==> config.mk <==
export PLATFORM = sky130hd
export DESIGN_NAME = seq_subtractor32
export DESIGN_NICKNAME = d
export VERILOG_FILES = /design/src/rtl/seq_subtractor32.sv
export SDC_FILE = /design/constraint.sdc
export NUM_CORES = 1
export LEC_CHECK = 0
export BUFFER_PORTS_ARGS = -buffer_cell sky130_fd_sc_hd__buf_2
export CAP_MARGIN = 20
export CELL_PAD_IN_SITES_DETAIL_PLACEMENT = 1
export CELL_PAD_IN_SITES_GLOBAL_PLACEMENT = 2
export CORE_ASPECT_RATIO = 0.8
export CORE_MARGIN = 2
export CORE_UTILIZATION = 29
export DETAILED_ROUTE_END_ITERATION = 8
export PLACE_DENSITY_LB_ADDON = 0.08
export SYNTH_ARGS = -nofsm -noshare
export SYNTH_HDL_FRONTEND = slang
export SYNTH_SLANG_ARGS = --single-unit
==> constraint.sdc <==
create_clock -name clk -period 2.93 [get_ports clk]
set_input_delay 0.586 -clock clk [delete_from_list [all_inputs] [get_ports clk]]
set_output_delay 0.586 -clock clk [all_outputs]
set_load 0.005 [all_outputs]
==> src/rtl/seq_subtractor32.sv <==
// Multi-cycle subtractor: {bout,diff} = a - b - bin, CHUNK bits per cycle, LSB chunk first.
// Optional signed-overflow output enabled by defining SUB_OVERFLOW_EN.
module seq_subtractor32 #(
    parameter int WIDTH = 32,
    parameter int CHUNK = 8
) (
    input  logic             clk,
    input  logic             rst,
    input  logic             in_valid,
    output logic             in_ready,
    input  logic [WIDTH-1:0] a,
    input  logic [WIDTH-1:0] b,
    input  logic             bin,
    output logic             out_valid,
    input  logic             out_ready,
    output logic [WIDTH-1:0] diff,
    output logic             bout
`ifdef SUB_OVERFLOW_EN
    ,
    output logic             ovf
`endif
);

    localparam int NCH = WIDTH / CHUNK;
    localparam int CW  = (NCH > 1) ? $clog2(NCH) : 1;

    generate
        if (CHUNK < 1 || (WIDTH % CHUNK) != 0) begin : g_bad_chunk
            $error("seq_subtractor32: CHUNK must divide WIDTH exactly");
        end
    endgenerate

    typedef enum logic [1:0] {
        IDLE = 2'd0,
        RUN  = 2'd1,
        DONE = 2'd2
    } state_t;

    state_t state, state_nx;

    // Operands and result kept as chunk arrays so the running counter indexes them directly.
    logic [NCH-1:0][CHUNK-1:0] a_r, b_r, diff_r;
    logic [CW-1:0]             cnt;
    logic                      brw_r;
    logic                      bout_r;
    logic                      accept;
    logic                      last;
    logic [CHUNK-1:0]          sub_d;
    logic                      sub_b;

    // One chunk of the borrow chain, evaluated at CHUNK+1 bits so the top bit is the borrow.
    always_comb begin
        {sub_b, sub_d} = {1'b0, a_r[cnt]} - {1'b0, b_r[cnt]} - {{CHUNK{1'b0}}, brw_r};
    end

    assign last   = (cnt == CW'(NCH - 1));
    assign accept = in_valid && in_ready;

    always_ff @(posedge clk) begin
        if (rst) state <= IDLE;
        else     state <= state_nx;
    end

    always_comb begin
        state_nx  = state;
        in_ready  = 1'b0;
        out_valid = 1'b0;
        case (state)
            IDLE: begin
                in_ready = !rst;
                if (in_valid && !rst) state_nx = RUN;
            end
            RUN: begin
                if (last) state_nx = DONE;
            end
            DONE: begin
                out_valid = 1'b1;
                if (out_ready) state_nx = IDLE;
            end
            default: state_nx = IDLE;
        endcase
    end

    always_ff @(posedge clk) begin
        if (rst) begin
            a_r    <= '0;
            b_r    <= '0;
            diff_r <= '0;
            cnt    <= '0;
            brw_r  <= 1'b0;
            bout_r <= 1'b0;
        end else begin
            if (accept) begin
                a_r   <= a;
                b_r   <= b;
                brw_r <= bin;
                cnt   <= '0;
            end
            if (state == RUN) begin
                diff_r[cnt] <= sub_d;
                brw_r       <= sub_b;
                cnt         <= cnt + CW'(1);
                if (last) bout_r <= sub_b;
            end
        end
    end

    assign diff = diff_r;
    assign bout = bout_r;

`ifdef SUB_OVERFLOW_EN
    logic ovf_r;

    // The last chunk processed is the top one, so its MSB is the sign of the full difference.
    always_ff @(posedge clk) begin
        if (rst) begin
            ovf_r <= 1'b0;
        end else if (state == RUN && last) begin
            ovf_r <= (a_r[NCH-1][CHUNK-1] != b_r[NCH-1][CHUNK-1]) &&
                     (sub_d[CHUNK-1] != a_r[NCH-1][CHUNK-1]);
        end
    end

    assign ovf = ovf_r;
`endif

endmodule

# Word level (Yosys, flattened, before mapping)
# Index checks and enable logic that the tools add are counted.
[op_classes]
n_addsub = 3
order_cmp = 2
n_eq_ne = 6
n_mux = 17
reduce_logical = 8
[ops]
columns = ["op", "n"]
rows = [
  ["$bmux 8 s2", 2],
  ["$bwmux 32", 1],
  ["$mux 8", 3],
  ["$demux 8 s2", 1],
  ["$mux 2", 5],
  ["$sub 8x8->9", 1],
  ["$sub 9x1->9", 1],
  ["$ne 2x2->1 const B", 3],
  ["$pmux 2 s3", 1],
  ["$eq 2x2->1 const B", 2],
  ["$mux 1", 4],
  ["$logic_and 1x1->1", 3],
  ["$lt 2x3->1 const B", 1],
  ["$reduce_and 3->1", 1],
  ["$add 2x1->2 const B", 1],
  ["$eq 2x1->1 const B", 1],
  ["$ge 2x1->1 const B", 1],
  ["$logic_not 2->1", 1],
  ["$reduce_and 2->1", 1],
  ["$reduce_bool 2->1", 1],
  ["$logic_not 1->1", 1],
]
[totals]
register_bits = 102
output_inout_bits = 35
elab_cells = 52

# Longest topological paths before layout
# Gate-level depths: netlist of run 1.
[logic_depth]
depth_word = 5
depth_mapped = 12

# Least setup slack after synthesis of run 1
# Ideal clock, no wire load.
[synth_timing]
kind = "reg-to-reg"
start = "register cnt[0]"
end = "register diff_r, in the netlist diff[14]"
setup_ns = 0.133
t_arrival_ns = 2.960
setup_slack_ns = -0.163
stages_incl_launch_ff = 10
n_path_buf = 2
path_cell_list = "dfxtp_1 -> buf_6 -> clkbuf_1 -> mux4_2 -> fa_1 -> fa_1 -> a21boi_0 -> o211ai_1 -> a21boi_0 -> o41ai_1"
[synth_via]
elab_chain_cells = 5
[synth_rtl]
columns = ["item", "line", "text"]
rows = [
  ["from (decl)", "43", "logic [CW-1:0] cnt;"],
  ["from (signal assigned)", "102", "cnt <= cnt + CW'(1);"],
  ["$bmux 8 s2 (tied with other cells)", "53", "{sub_b, sub_d} = {1'b0, a_r[cnt]} - {1'b0, b_r[cnt]} - {{CHUNK{1'b0}}, brw_r};"],
  ["$mux 8 (not written as such) / $logic_and 1x1->1 (equally long branches)", "53, 100", ""],
  ["$sub 8x8->9 / $mux 8 (equally long branches)", "53, 100", ""],
  ["$sub 9x1->9 / $demux 8 s2 (equally long branches)", "53, 100", ""],
  ["$bwmux 32 (*)", "100", "diff_r[cnt] <= sub_d;"],
  ["to (signal, indexed assignment)", "100", ""],
  ["to (decl)", "42", "logic [NCH-1:0][CHUNK-1:0] a_r, b_r, diff_r;"],
]
# Every way passes the cells marked *; elsewhere a longest branch is shown, timed or not. The select of a mux whose other input is x is not followed.
# A chain may end at the register's enable or synchronous reset.

# Worst setup path after layout of run 1
[layout_timing]
start = "register cnt[1]"
end = "register diff_r, in the netlist diff[13]"
# The elaborated chain is that of the path after synthesis.

==> impl_summary.md, run 1 <==
Clock network
The clock root buffer master is sky130_fd_sc_hd__clkbuf_16. The number of buffers created by CTS is 9. The clock drives 102 sinks. The number of H-tree levels is 3.

The clock passes through at most 2 buffers. TritonCTS built the clock tree. The clock reaches the later pin of the worst-skew pair after 360 ps. The clock-pin slew reported for the worst setup and hold paths after clock tree synthesis is 70 ps. After clock tree synthesis, the setup repair step added 0 buffers. The hold buffer count at cts is 0.

Logic synthesis
Summing every instance area after synthesis gives 4640 µm². The area share of the largest cell type after synthesis is 44.0%. The most common flop cell mapped by yosys is sky130_fd_sc_hd__dfxtp_1. By instance count, the leading cell after synthesis is sky130_fd_sc_hd__nand2_1. The synthesized netlist devotes 16.8% of its cell area to compound gates. Of the synthesized area, sequential elements account for 44.0%. By area the synthesized netlist is led by sky130_fd_sc_hd__dfxtp_1 44%, sky130_fd_sc_hd__nand2_1 11%, sky130_fd_sc_hd__o21ai_0 8.1%, sky130_fd_sc_hd__mux4_2 4.4%, sky130_fd_sc_hd__ha_1 4.3%. The multiplexer fraction of the synthesized cell area is 9.01%.

The simple-gate area share of the yosys netlist is 19.1%. The area share of fa/ha/maj cells after synthesis is 5.18%. Ranked by instance count, the synthesized netlist is headed by 141 x sky130_fd_sc_hd__nand2_1, 102 x sky130_fd_sc_hd__dfxtp_1, 75 x sky130_fd_sc_hd__o21ai_0. Yosys printed 0 warnings. The mean area per synthesized cell is 8.62 µm². The post-synthesis cell count is 538. The cell taking the most area after synthesis is sky130_fd_sc_hd__dfxtp_1.

The number of nets in the synthesized netlist is 625. The post-synthesis async set-or-reset flop share is 0%. The xor/xnor share of the synthesized area is 0.378%. In this run, synthesis inferred 0 flip-flops with an integrated enable. Counting flops and latches in the post-synthesis netlist gives 102. The dominant combinational cell family by area after synthesis is simple AND/OR/NAND/NOR gates. After synthesis, the netlist uses 47 different library cells.

Worst setup path
The element type at the critical path end is a register. The slack of the worst reg-to-reg path is 140 ps. The worst setup path is of the register to register kind. Of all nets on the critical path, the largest fanout is 14. The startpoint of the worst-slack reg-to-reg timing path is cnt[1]$_SDFFE_PP0P_. The most critical setup path has its startpoint at cnt[1]$_SDFFE_PP0P_. STA classifies the critical path startpoint as a register. The data arrival time of the worst path is 3090 ps. For the worst setup path, the data required time is 3230 ps.

Routing
After detailed routing, the number of remaining DRC violations is 0. The sum of routed wire length over all layers is 13,700 µm. The detail route stage leaves a number of antenna-violating nets equal to 0. For this block, the via count after detailed routing is 4,110. The number of DRC markers in iteration 0 is 179. The per-cell routed wire length is 16.1 µm. The routed length on met3 is 518 µm. After detailed routing, the number of vias per cell comes to 4.80. The first detailed-routing pass took 4 iterations. Routed signal wires occupy layers up through met4. In the final routing, the length of wire on met1 measures 7000 µm. The wire length on met2 is 6000 µm.

Global routing
The initial antenna violation count is 0. The global-route wire length before repair is 22,300 µm. The via count of the first global-routing pass was 4,267. The final global-route overflow total is 0. The total routing usage reported by global routing is 17.0%. Entering global routing, the biggest net connects 129 pins.

Cells and area
From synthesis to final layout, the design area changed by 25.9%. Of the cells placed in the final design, the portion with a size suffix greater than 1 is 27.0%. The count of nets after finishing is 723. The final standard cell count with taps included and fillers excluded is 856.

0 antenna diodes ended up in the layout. The final cell area excluding filler cells is 5840 µm².

Floorplanning
The floorplan row count is 41. The I/O pin total is 104. For this configuration, the core starts out at a cell density of 29.5%. The width of the die is 145 µm. The floorplan step set the die height to 117 µm. The die covers 17,000 µm². The floorplan step defined a core boundary enclosing 15,700 µm².

Power and ir drop
For this design the static power due to leakage is 0.00238 µW. The power density of the placed cells is 607 nW/µm². Across the VDD grid, the largest voltage drop is 0.251 mV.

STA
Setup repair after global routing could not meet its margin everywhere. For the pin with the worst max-slew slack, the measured transition is 651 ps. The final critical path takes up 95.3% of the cycle. The headroom to the max-slew limit is 56.4%. The minimum clock period after layout is 2790 ps. The number of failing setup endpoints in the final timing report is 0. The number of slew-limit violations in the final report came to 0. The worst clock skew is 8.99 ps. Based on the critical path, the design can be clocked at up to 0.358 GHz. The number of hold violations in the final report is 0.

Placed design
The detailed placer's ending HPWL is 10,200 µm. Summing all placed instances gives a cell area of 5450 µm². The number of I/O port buffers is 103.

The routability congestion estimate is 0.738. Once placement completed, the tool counted placed cells totaling 840.

Hold path
The origin of the worst min-delay path is a[9]. The worst hold-check path type is input port to register.

Job
The max-cap check violation count is 0.

Status
The flow ran to the end, and the final reports show no timing, DRC or antenna violations.
path summary, 6_finish.rpt:
kind,depth (start not counted),to
hold reg to reg,2,diff[28]$_SDFFE_PP0P_
setup / recovery,8,diff[13]$_SDFFE_PP0P_
setup reg to reg,8,diff[13]$_SDFFE_PP0P_
hold / removal,3,a_r[9]$_SDFFE_PP0P_
sequential cells by signal, indices dropped and copies added, names as in the netlist:
signal	cells
brw_r	1
bout	1
state	2
diff	32
a_r	32
cnt	2
b_r	32
through the flow:
step	TNS, ps	total power (µW)	hold slack (ps)	worst slack, ps	utilization (%)
after floorplan	0	1990	431	3.38	-
after global placement	0	2280	443	17.4	34.7
after detailed placement	-768	2300	450	-116	34.7
after CTS	0	3570	408	3.18	36.8
after global routing	-23.7	3750	413	-17.4	37.2
final	0	3540	418	138	37.2
power by group:
part | leakage (µW) | total (µW) | internal (µW) | switching (µW)
registers | 0.000836 | 1530 | 1480 | 57.5
clock network | 0.000143 | 1240 | 672 | 570
logic | 0.00140 | 769 | 335 | 434
metal layers:
metal,vias up,global-route usage [%]
li1,2057,-
met1,1970,22.8
met2,71,27.1
met3,12,4.26
met4,0,5.42
met5,-,0
cells in the final DEF, fill, tap and decap left out, types with 3 or more instances in the layout:
cell type and count:
sky130_fd_sc_hd__a211oi_1 10, sky130_fd_sc_hd__a21o_1 3, sky130_fd_sc_hd__a21oi_1 12, sky130_fd_sc_hd__a31oi_1 8
sky130_fd_sc_hd__and2_1 5, sky130_fd_sc_hd__buf_2 103, sky130_fd_sc_hd__buf_4 21, sky130_fd_sc_hd__clkbuf_16 9
sky130_fd_sc_hd__dfxtp_1 100, sky130_fd_sc_hd__ha_1 16, sky130_fd_sc_hd__inv_1 24, sky130_fd_sc_hd__mux4_1 7
sky130_fd_sc_hd__mux4_2 9, sky130_fd_sc_hd__nand2_1 141, sky130_fd_sc_hd__nand2b_1 3, sky130_fd_sc_hd__nand3_1 16
sky130_fd_sc_hd__nand3b_1 4, sky130_fd_sc_hd__nor2_1 10, sky130_fd_sc_hd__nor3_1 10, sky130_fd_sc_hd__o21ai_0 75
sky130_fd_sc_hd__o31ai_1 4, sky130_fd_sc_hd__or4_1 4
layout make-up:
cell class,instances,area [µm²]
Timing Repair Buffer,126,713
Clock inverter,7,80.1
Multi-Input combinational cell,372,2410
Fill cell,1921,9860
Inverter,25,93.8
Tap cell,215,269
Clock buffer,9,225
Sequential cell,102,2050
critical path, stage by stage, from the launching register on:
cell and delay [ps]:
sky130_fd_sc_hd__dfxtp_2 360, sky130_fd_sc_hd__buf_12 160, sky130_fd_sc_hd__mux4_2 530, sky130_fd_sc_hd__ha_1 300, sky130_fd_sc_hd__inv_1 40, sky130_fd_sc_hd__ha_1 360, sky130_fd_sc_hd__or2_2 390, sky130_fd_sc_hd__or4_1 480
sky130_fd_sc_hd__nand3_1 90
kinds of logic (layout without fill, tap and decap cells):
kind of cell / after synthesis / count (layout)
flip-flops: 102 / 102
AND/OR/NAND/NOR: 204 / 204
AO/OA/AOI/OAI: 129 / 129
buffers and inverters: 64 / 167
XOR/XNOR: 2 / 2
adder cells (fa/ha/maj): 18 / 18
multiplexers: 19 / 19
repair_timing:
item | in CTS | in global routing
endpoints found under the setup margin | 13 | 14
pin swaps | 0 | 2
gates resized for setup | 5 | 16
endpoints found under the hold margin | 0 | 0
No activity file was read; power rests on OpenSTA's default activity.
==> run 2: changes to the inputs <==
CELL_PAD_IN_SITES_DETAIL_PLACEMENT = unset   (was 1)
CELL_PAD_IN_SITES_GLOBAL_PLACEMENT = unset   (was 2)
CORE_UTILIZATION = 45   (was 29)
==> run 2 against run 1 <==
Against the previous run: combinational power fell by 5.5%; first-iteration DRC count rose by 5.0%; clock skew fell by 0.96 ps; fmax fell by 0.16%; sequential power barely moved; sequential share of layout area rose by 0.68 points; critical path depth did not move; power fell by 2.2%; clock power barely moved; largest cell class unchanged; highest routed layer unchanged.
==> impl_summary.md, run 2 (synthesized netlist as in run 1, its figures left out) <==
Floorplanning
The core box area is 10,200 µm² (-35%). The vertical die dimension is 94.8 µm (-19%). The initial cell density of the core is 45.7% (+16 points).

The width of the die is 117 µm (-19%). The floorplan row count is 33 (-20%). The I/O pin total was 104 (unchanged). The full die area is 11,100 µm² (-35%).

Clock network
The count of clock tree sinks is 102 (unchanged). The number of H-tree levels is 3 (unchanged). The tree is rooted in a sky130_fd_sc_hd__clkbuf_16.

The clock-pin slew reported for the worst setup and hold paths after clock tree synthesis came to 70 ps (about the same). The number of buffers created by CTS is 9 (unchanged). TritonCTS built the clock tree. The number of buffers on the longest clock path is 2 (unchanged). The insertion delay to the later sink of the worst-skew pair was 350 ps (about the same).

Worst setup path
The critical path required time is 3170 ps (-60 ps). The cell type group with the largest total delay on the critical path is adder cells. The instance count on the critical path is 8 (unchanged). The maximum single-stage delay on the critical path came to 520 ps (about the same).

The highest-delay cell along the critical path is sky130_fd_sc_hd__mux4_2. The classification of the worst setup path is register to register. STA classifies the critical path endpoint as a register. The largest fanout of any net on the critical path came to 5 (-9). Traced cell by cell, the critical path runs through mux4_2, fa_2, fa_2, a21boi_2, o211ai_1, nor3b_2, buf_4, o41ai_1. The worst setup path is launched from a register. The data arrival time of the worst path is 3040 ps (-50 ps). The worst reg-to-reg path cell count was 8 (unchanged). The most numerous cell on the critical path is sky130_fd_sc_hd__fa_2. The number of buffers and inverters on the critical path is 1 (-1).

Placed design
The total instance count after detailed placement is 759 (-9.6%). The worst slack at placement is -65.5 ps (+50.3 ps). The number of I/O port buffers came to 103 (unchanged). The routability congestion estimate is 0.822 (+11%). The detailed placer's ending HPWL is 8010 µm (-22%). The placed standard-cell area was 5330 µm² (-2.3%).

Routing
The overall via count from detail_route is 3,970 (-3.4%). The number of vias per cell is 5.12 (+6.6%). The per-cell routed wire length is 14.1 µm (-12%). The remaining antenna violation count is 0 (unchanged).

The number of search-and-repair iterations in the first detailed-routing pass is 4 (unchanged). The number of DRC markers in iteration 0 was 188 (+5.0%). The DRC violation count after routing is 0 (unchanged).

The sum of routed wire length over all layers is 11,000 µm (-20%).

STA
The highest attainable clock frequency was 0.358 GHz (-0.16%). The worst clock skew is 8.04 ps (-0.955 ps). The actual slew at the worst max-slew pin is 914 ps (+262 ps).

Setup repair after global routing left no endpoint under its margin. The number of slew-limit violations in the final report was 0 (unchanged). The headroom to the max-slew limit is 39.0% (-17 points). The number of hold violations in the final report is 0 (unchanged).

The final worst slack was 133 ps (-4.60 ps). The minimum clock period after layout is 2800 ps (+4.60 ps). The accumulated negative setup slack is 0 ps (unchanged). The period utilization came to 95.4% (+0.16 points). The number of failing setup endpoints in the final timing report is 0 (unchanged).

Cells and area
The final cell area excluding filler cells is 5720 µm² (-2.0%). The share of layout cells above drive strength 1 is 26.4% (-0.57 points). The count of fill cells added during filler insertion is 947 (-51%). The final standard cell count with taps included and fillers excluded is 776 (-9.3%). The sequential cell area in the final layout is 2040 µm² (-0.12%). The library cells used most frequently in the layout, excluding fill and tap cells, are 141 x sky130_fd_sc_hd__nand2_1, 103 x sky130_fd_sc_hd__buf_2, 100 x sky130_fd_sc_hd__dfxtp_1, 75 x sky130_fd_sc_hd__o21ai_0, 24 x sky130_fd_sc_hd__inv_1. The count of nets after finishing is 718 (-0.69%). The area growth from synthesis to final layout is 23.3%. The most common cell after layout, fill and taps aside is sky130_fd_sc_hd__nand2_1.

The multi-input logic area is 2410 µm² (+0.21%). The count of inserted antenna diode cells is 0 (unchanged).

Power and ir drop
The post-route total power is 3470 µW (-2.2%). The static power due to leakage is 0.00235 µW (-1.1%). The power density of the placed cells is 606 nW/µm² (-0.19%).

The worst supply voltage drop on vdd was 0.326 mV (+30%).

Global routing
The pin count of the biggest net entering global routing came to 85 (-34%). The via count of the first global-routing pass is 3,749 (-12%). The total routing usage reported by global routing is 20.4% (+3.5 points). The global-route wire length before repair came to 18,100 µm (-19%).

The final global-route overflow total is 0 (unchanged). The initial antenna violation count is 0 (unchanged).

Hold path
The worst hold-check path type is input port to register. The instance count along the most critical hold path is 3 (unchanged).

Job
The max-cap check violation count was 0 (unchanged).

Status
The run finished with clean final reports.
-- run 2: stage by stage --
step,hold WS [ps],utilization [%]
5_1_grt,432,56.3
6_report,428,56.3
3_5_place_dp,447,52.5
2_1_floorplan,431,-
3_3_place_gp,441,52.5
4_1_cts,423,55.5
-- run 2: tightest hold or removal path, cell delays in order --
cell and delay [ps]:
sky130_fd_sc_hd__buf_2 70, sky130_fd_sc_hd__nand2_1 40, sky130_fd_sc_hd__o21ai_0 50
-- run 2: what timing repair did --
| item | 4_1_cts | 5_1_grt |
|---|---|---|
| setup endpoints to repair | 5 | 16 |
| resized for setup | 2 | 17 |
| pin swaps | 0 | 3 |
| hold buffers | 0 | 0 |
| buffers inserted | 0 | 1 |
| cloned | 0 | 0 |
-- run 2: cell type report --
| type | count | area share [%] |
|---|---|---|
| Clock buffer | 9 | 3.94 |
| Multi-Input combinational cell | 372 | 42.2 |
| Timing Repair Buffer | 121 | 12.0 |
| Sequential cell | 102 | 35.8 |
| Clock inverter | 7 | 1.40 |
| Inverter | 25 | 1.64 |
| Tap cell | 140 | 3.06 |
-- run 2: worst paths after layout --
path	startpoint	to	slack [ps]
max	cnt[1]$_SDFFE_PP0P_	diff[30]$_SDFFE_PP0P_	130
min	a[10]	a_r[10]$_SDFFE_PP0P_	430
max reg2reg	cnt[1]$_SDFFE_PP0P_	diff[30]$_SDFFE_PP0P_	130
min reg2reg	a_r[15]$_SDFFE_PP0P_	a_r[15]$_SDFFE_PP0P_	450
-- run 2: per-layer routing --
metal  wire (µm)  share of wire, %  track usage, %  vias up
met5           0                 0               0        -
met4         106              0.97            5.42        0
met3         531               4.8            4.59       12
met2        4830                44            33.3       97
met1        5480                50            27.6     1824
li1            -                 -               -     2037
-- run 2: power by group --
| group | switching [µW] | internal [µW] |
|---|---|---|
| Sequential | 52.7 | 1480 |
| Clock | 538 | 672 |
| Combinational | 404 | 323 |
| Total | 995 | 2470 |
==> run 3: changes to the inputs <==
clock period = 3.55 ns   (was 2.93 ns; I/O delays follow)
==> run 3 against run 2 <==
Against the previous run: die area is the same; critical path depth grew 1; fmax shrank 11%; clock skew shrank 1.8 ps; highest routed layer unchanged.
==> impl_summary.md, run 3 (synthesized netlist as in run 1, its figures left out) <==
STA
The headroom to the max-slew limit was 50.2% (+11 points). Setup repair after global routing left no endpoint under its margin. The highest attainable clock frequency is 0.318 GHz (-11%).

The accumulated negative setup slack was 0 ps (unchanged). The number of failing setup endpoints in the final timing report was 0 (unchanged). The worst clock skew came to 6.23 ps (-1.81 ps). The number of hold violations in the final report is 0 (unchanged). The minimum clock period after layout came to 3150 ps (+351 ps).

The number of slew-limit violations in the final report is 0 (unchanged). The period utilization is 88.7% (-6.8 points). The actual slew at the worst max-slew pin is 746 ps (-168 ps).

Job
The max-cap check violation count was 0 (unchanged).

Power and ir drop
The relative contribution of the clock network to total power is 36.2% (+1.3 points). The power density of the placed cells is 503 nW/µm² (-17%). The combinational share of power is 18.5% (-2.5 points). The internal power component was 1980 µW (-20%).

The net switching power of the design came to 804 µW (-19%). The switching part of the total is 28.8% (+0.13 points). The static power due to leakage is 0.00229 µW (-2.8%).

The worst supply voltage drop on vdd is 0.338 mV (+3.7%). The portion of total power attributed to sequential cells is 45.3% (+1.2 points).

Worst setup path
The worst setup path is captured at a register. The data arrival time of the worst path is 3350 ps (+310 ps). In this run the critical register-to-register path is launched from cnt[1]$_SDFFE_PP0P_.

The worst setup path is launched from a register. The critical path required time is 3750 ps (+580 ps). The largest fanout of any net on the critical path is 9 (+4). The worst setup path is of the register to register kind. The most critical setup path has its startpoint at cnt[1]$_SDFFE_PP0P_.

Clock network
The count of clock tree sinks is 102 (unchanged). The CTS tree is yes. The number of H-tree levels came to 3 (unchanged). The quantity of gates resized following cts came to 0 (-2). The clock-pin slew reported for the worst setup and hold paths after clock tree synthesis is 70 ps (about the same). The number of buffers on the longest clock path was 2 (unchanged).

The insertion delay to the later sink of the worst-skew pair is 340 ps (about the same). The setup fix buffers added after clock tree synthesis is 0 (unchanged). The number of buffers created by CTS came to 9 (unchanged). The root buffer cell chosen for the clock tree is sky130_fd_sc_hd__clkbuf_16.

The hold buffer count at cts was 0 (unchanged).

Routing
The per-cell routed wire length is 14.4 µm (+1.7%). The DRC violation count after routing was 0 (unchanged). The sum of routed wire length over all layers is 11,000 µm (+0.30%).

The remaining antenna violation count is 0 (unchanged). The number of search-and-repair iterations in the first detailed-routing pass came to 4 (unchanged). The number of DRC markers in iteration 0 came to 201 (+6.9%). The overall via count from detail_route was 3,898 (-1.8%).

The number of vias per cell is 5.10 (-0.40%).

Floorplanning
The initial cell density of the core is 45.7% (unchanged). The floorplan row count is 33 (unchanged). The vertical die dimension is 94.8 µm (unchanged).

The width of the die is 117 µm (unchanged). The core box area is 10,200 µm² (unchanged). The full die area is 11,100 µm² (unchanged). The I/O pin total is 104 (unchanged).

Status
The flow ran to the end, and the final reports show no timing, DRC or antenna violations.

Cells and area
The most common cell after layout, fill and taps aside is sky130_fd_sc_hd__nand2_1. The count of nets after finishing is 707 (-1.5%). The multi-input logic area came to 2350 µm² (-2.6%). The share of layout cells above drive strength 1 came to 22.9% (-3.5 points). The count of fill cells added during filler insertion is 990 (+4.5%). The count of inserted antenna diode cells came to 0 (unchanged). Leaving out fill and tap cells, the most frequent cells in the layout are 141 x sky130_fd_sc_hd__nand2_1, 103 x sky130_fd_sc_hd__buf_2, 102 x sky130_fd_sc_hd__dfxtp_1, 75 x sky130_fd_sc_hd__o21ai_0, 24 x sky130_fd_sc_hd__inv_1. The sequential cell area in the final layout was 2040 µm² (-0.12%).

The area growth from synthesis to final layout is 19.6%. The final cell area excluding filler cells is 5550 µm² (-3.0%).

Global routing
The via count of the first global-routing pass came to 3,843 (+2.5%). The global-route wire length before repair was 18,300 µm (+0.92%). The final global-route overflow total was 0 (unchanged). The pin count of the biggest net entering global routing is 129 (+52%). The initial antenna violation count came to 0 (unchanged).

The total routing usage reported by global routing is 20.5% (+0.11 points).

Placed design
The routability congestion estimate is 0.833 (+1.4%). The number of I/O port buffers is 103 (unchanged). The placed standard-cell area is 5240 µm² (-1.6%). The detailed placer's ending HPWL came to 8060 µm (+0.64%).

Hold path
The worst hold-check path type is register to register. The startpoint identified for the worst hold timing path is diff[10]$_SDFFE_PP0P_.
## run 3: changes by cell type in the layout (fill, tap and decap cells not counted), moves of 2 or more
cell and change:
sky130_fd_sc_hd__a21boi_0 +2, sky130_fd_sc_hd__a21boi_2 -2, sky130_fd_sc_hd__buf_4 -8, sky130_fd_sc_hd__dfxtp_1 +2, sky130_fd_sc_hd__dfxtp_2 -2, sky130_fd_sc_hd__fa_1 +2, sky130_fd_sc_hd__fa_2 -2, sky130_fd_sc_hd__o41ai_1 +2
sky130_fd_sc_hd__o41ai_2 -2
## run 3: path summary, 6_finish.rpt
| check | end | slack (ps) | depth (start not counted) |
|---|---|---|---|
| worst max-delay path | diff[14]$_SDFFE_PP0P_ | 400 | 9 |
| worst min-delay path | diff[10]$_SDFFE_PP0P_ | 450 | 2 |
| worst max register to register | diff[14]$_SDFFE_PP0P_ | 400 | 9 |
| worst min register to register | diff[10]$_SDFFE_PP0P_ | 450 | 2 |
## run 3: layout make-up
class	instances	share of cell area [%]
Sequential cell	102	36.8
Timing Repair Buffer	110	10.5
Multi-Input combinational cell	372	42.4
Clock buffer	9	4.06
Inverter	25	1.69
Clock inverter	7	1.44
Tap cell	140	3.16
## run 3: power groups by stage
stage                     combinational, µW  clock (µW)  sequential (µW)
after floorplan                         367           0             1270
after global placement                  507           0             1290
after detailed placement                516           0             1290
after CTS                               519        1030             1260
after global routing                    581        1080             1270
final                                   516        1010             1260
## run 3: worst max-delay path, cell delays in order (launching register included)
cell and delay [ps]:
sky130_fd_sc_hd__dfxtp_1 430, sky130_fd_sc_hd__buf_4 240, sky130_fd_sc_hd__mux4_2 520, sky130_fd_sc_hd__ha_1 290
sky130_fd_sc_hd__inv_1 40, sky130_fd_sc_hd__ha_1 330, sky130_fd_sc_hd__a21boi_0 170, sky130_fd_sc_hd__o211ai_1 360
sky130_fd_sc_hd__nor3b_1 470, sky130_fd_sc_hd__o41ai_1 160
## run 3: through the flow
| step | hold slack [ps] | instances | worst slack [ps] | utilization (%) | total power [µW] |
|---|---|---|---|---|---|
| after floorplan | 431 | 538 | 457 | - | 1640 |
| after global placement | 442 | 749 | 530 | 51.6 | 1800 |
| after detailed placement | 447 | 749 | 410 | 51.6 | 1810 |
| after CTS | 457 | 765 | 402 | 54.6 | 2810 |
| after global routing | 479 | 765 | 136 | 54.6 | 2930 |
| final | 454 | 765 | 403 | 54.6 | 2790 |
## run 3: layer usage
| layer | part of all wire [%] | GRT usage (%) | wire length, µm | up-vias |
|---|---|---|---|---|
| li1 | - | - | - | 2022 |
| met1 | 49 | 27.4 | 5330 | 1763 |
| met2 | 44 | 33.5 | 4880 | 101 |
| met3 | 5.7 | 4.53 | 623 | 12 |
| met4 | 1.4 | 6.53 | 149 | 0 |
| met5 | 0 | 0 | 0 | - |
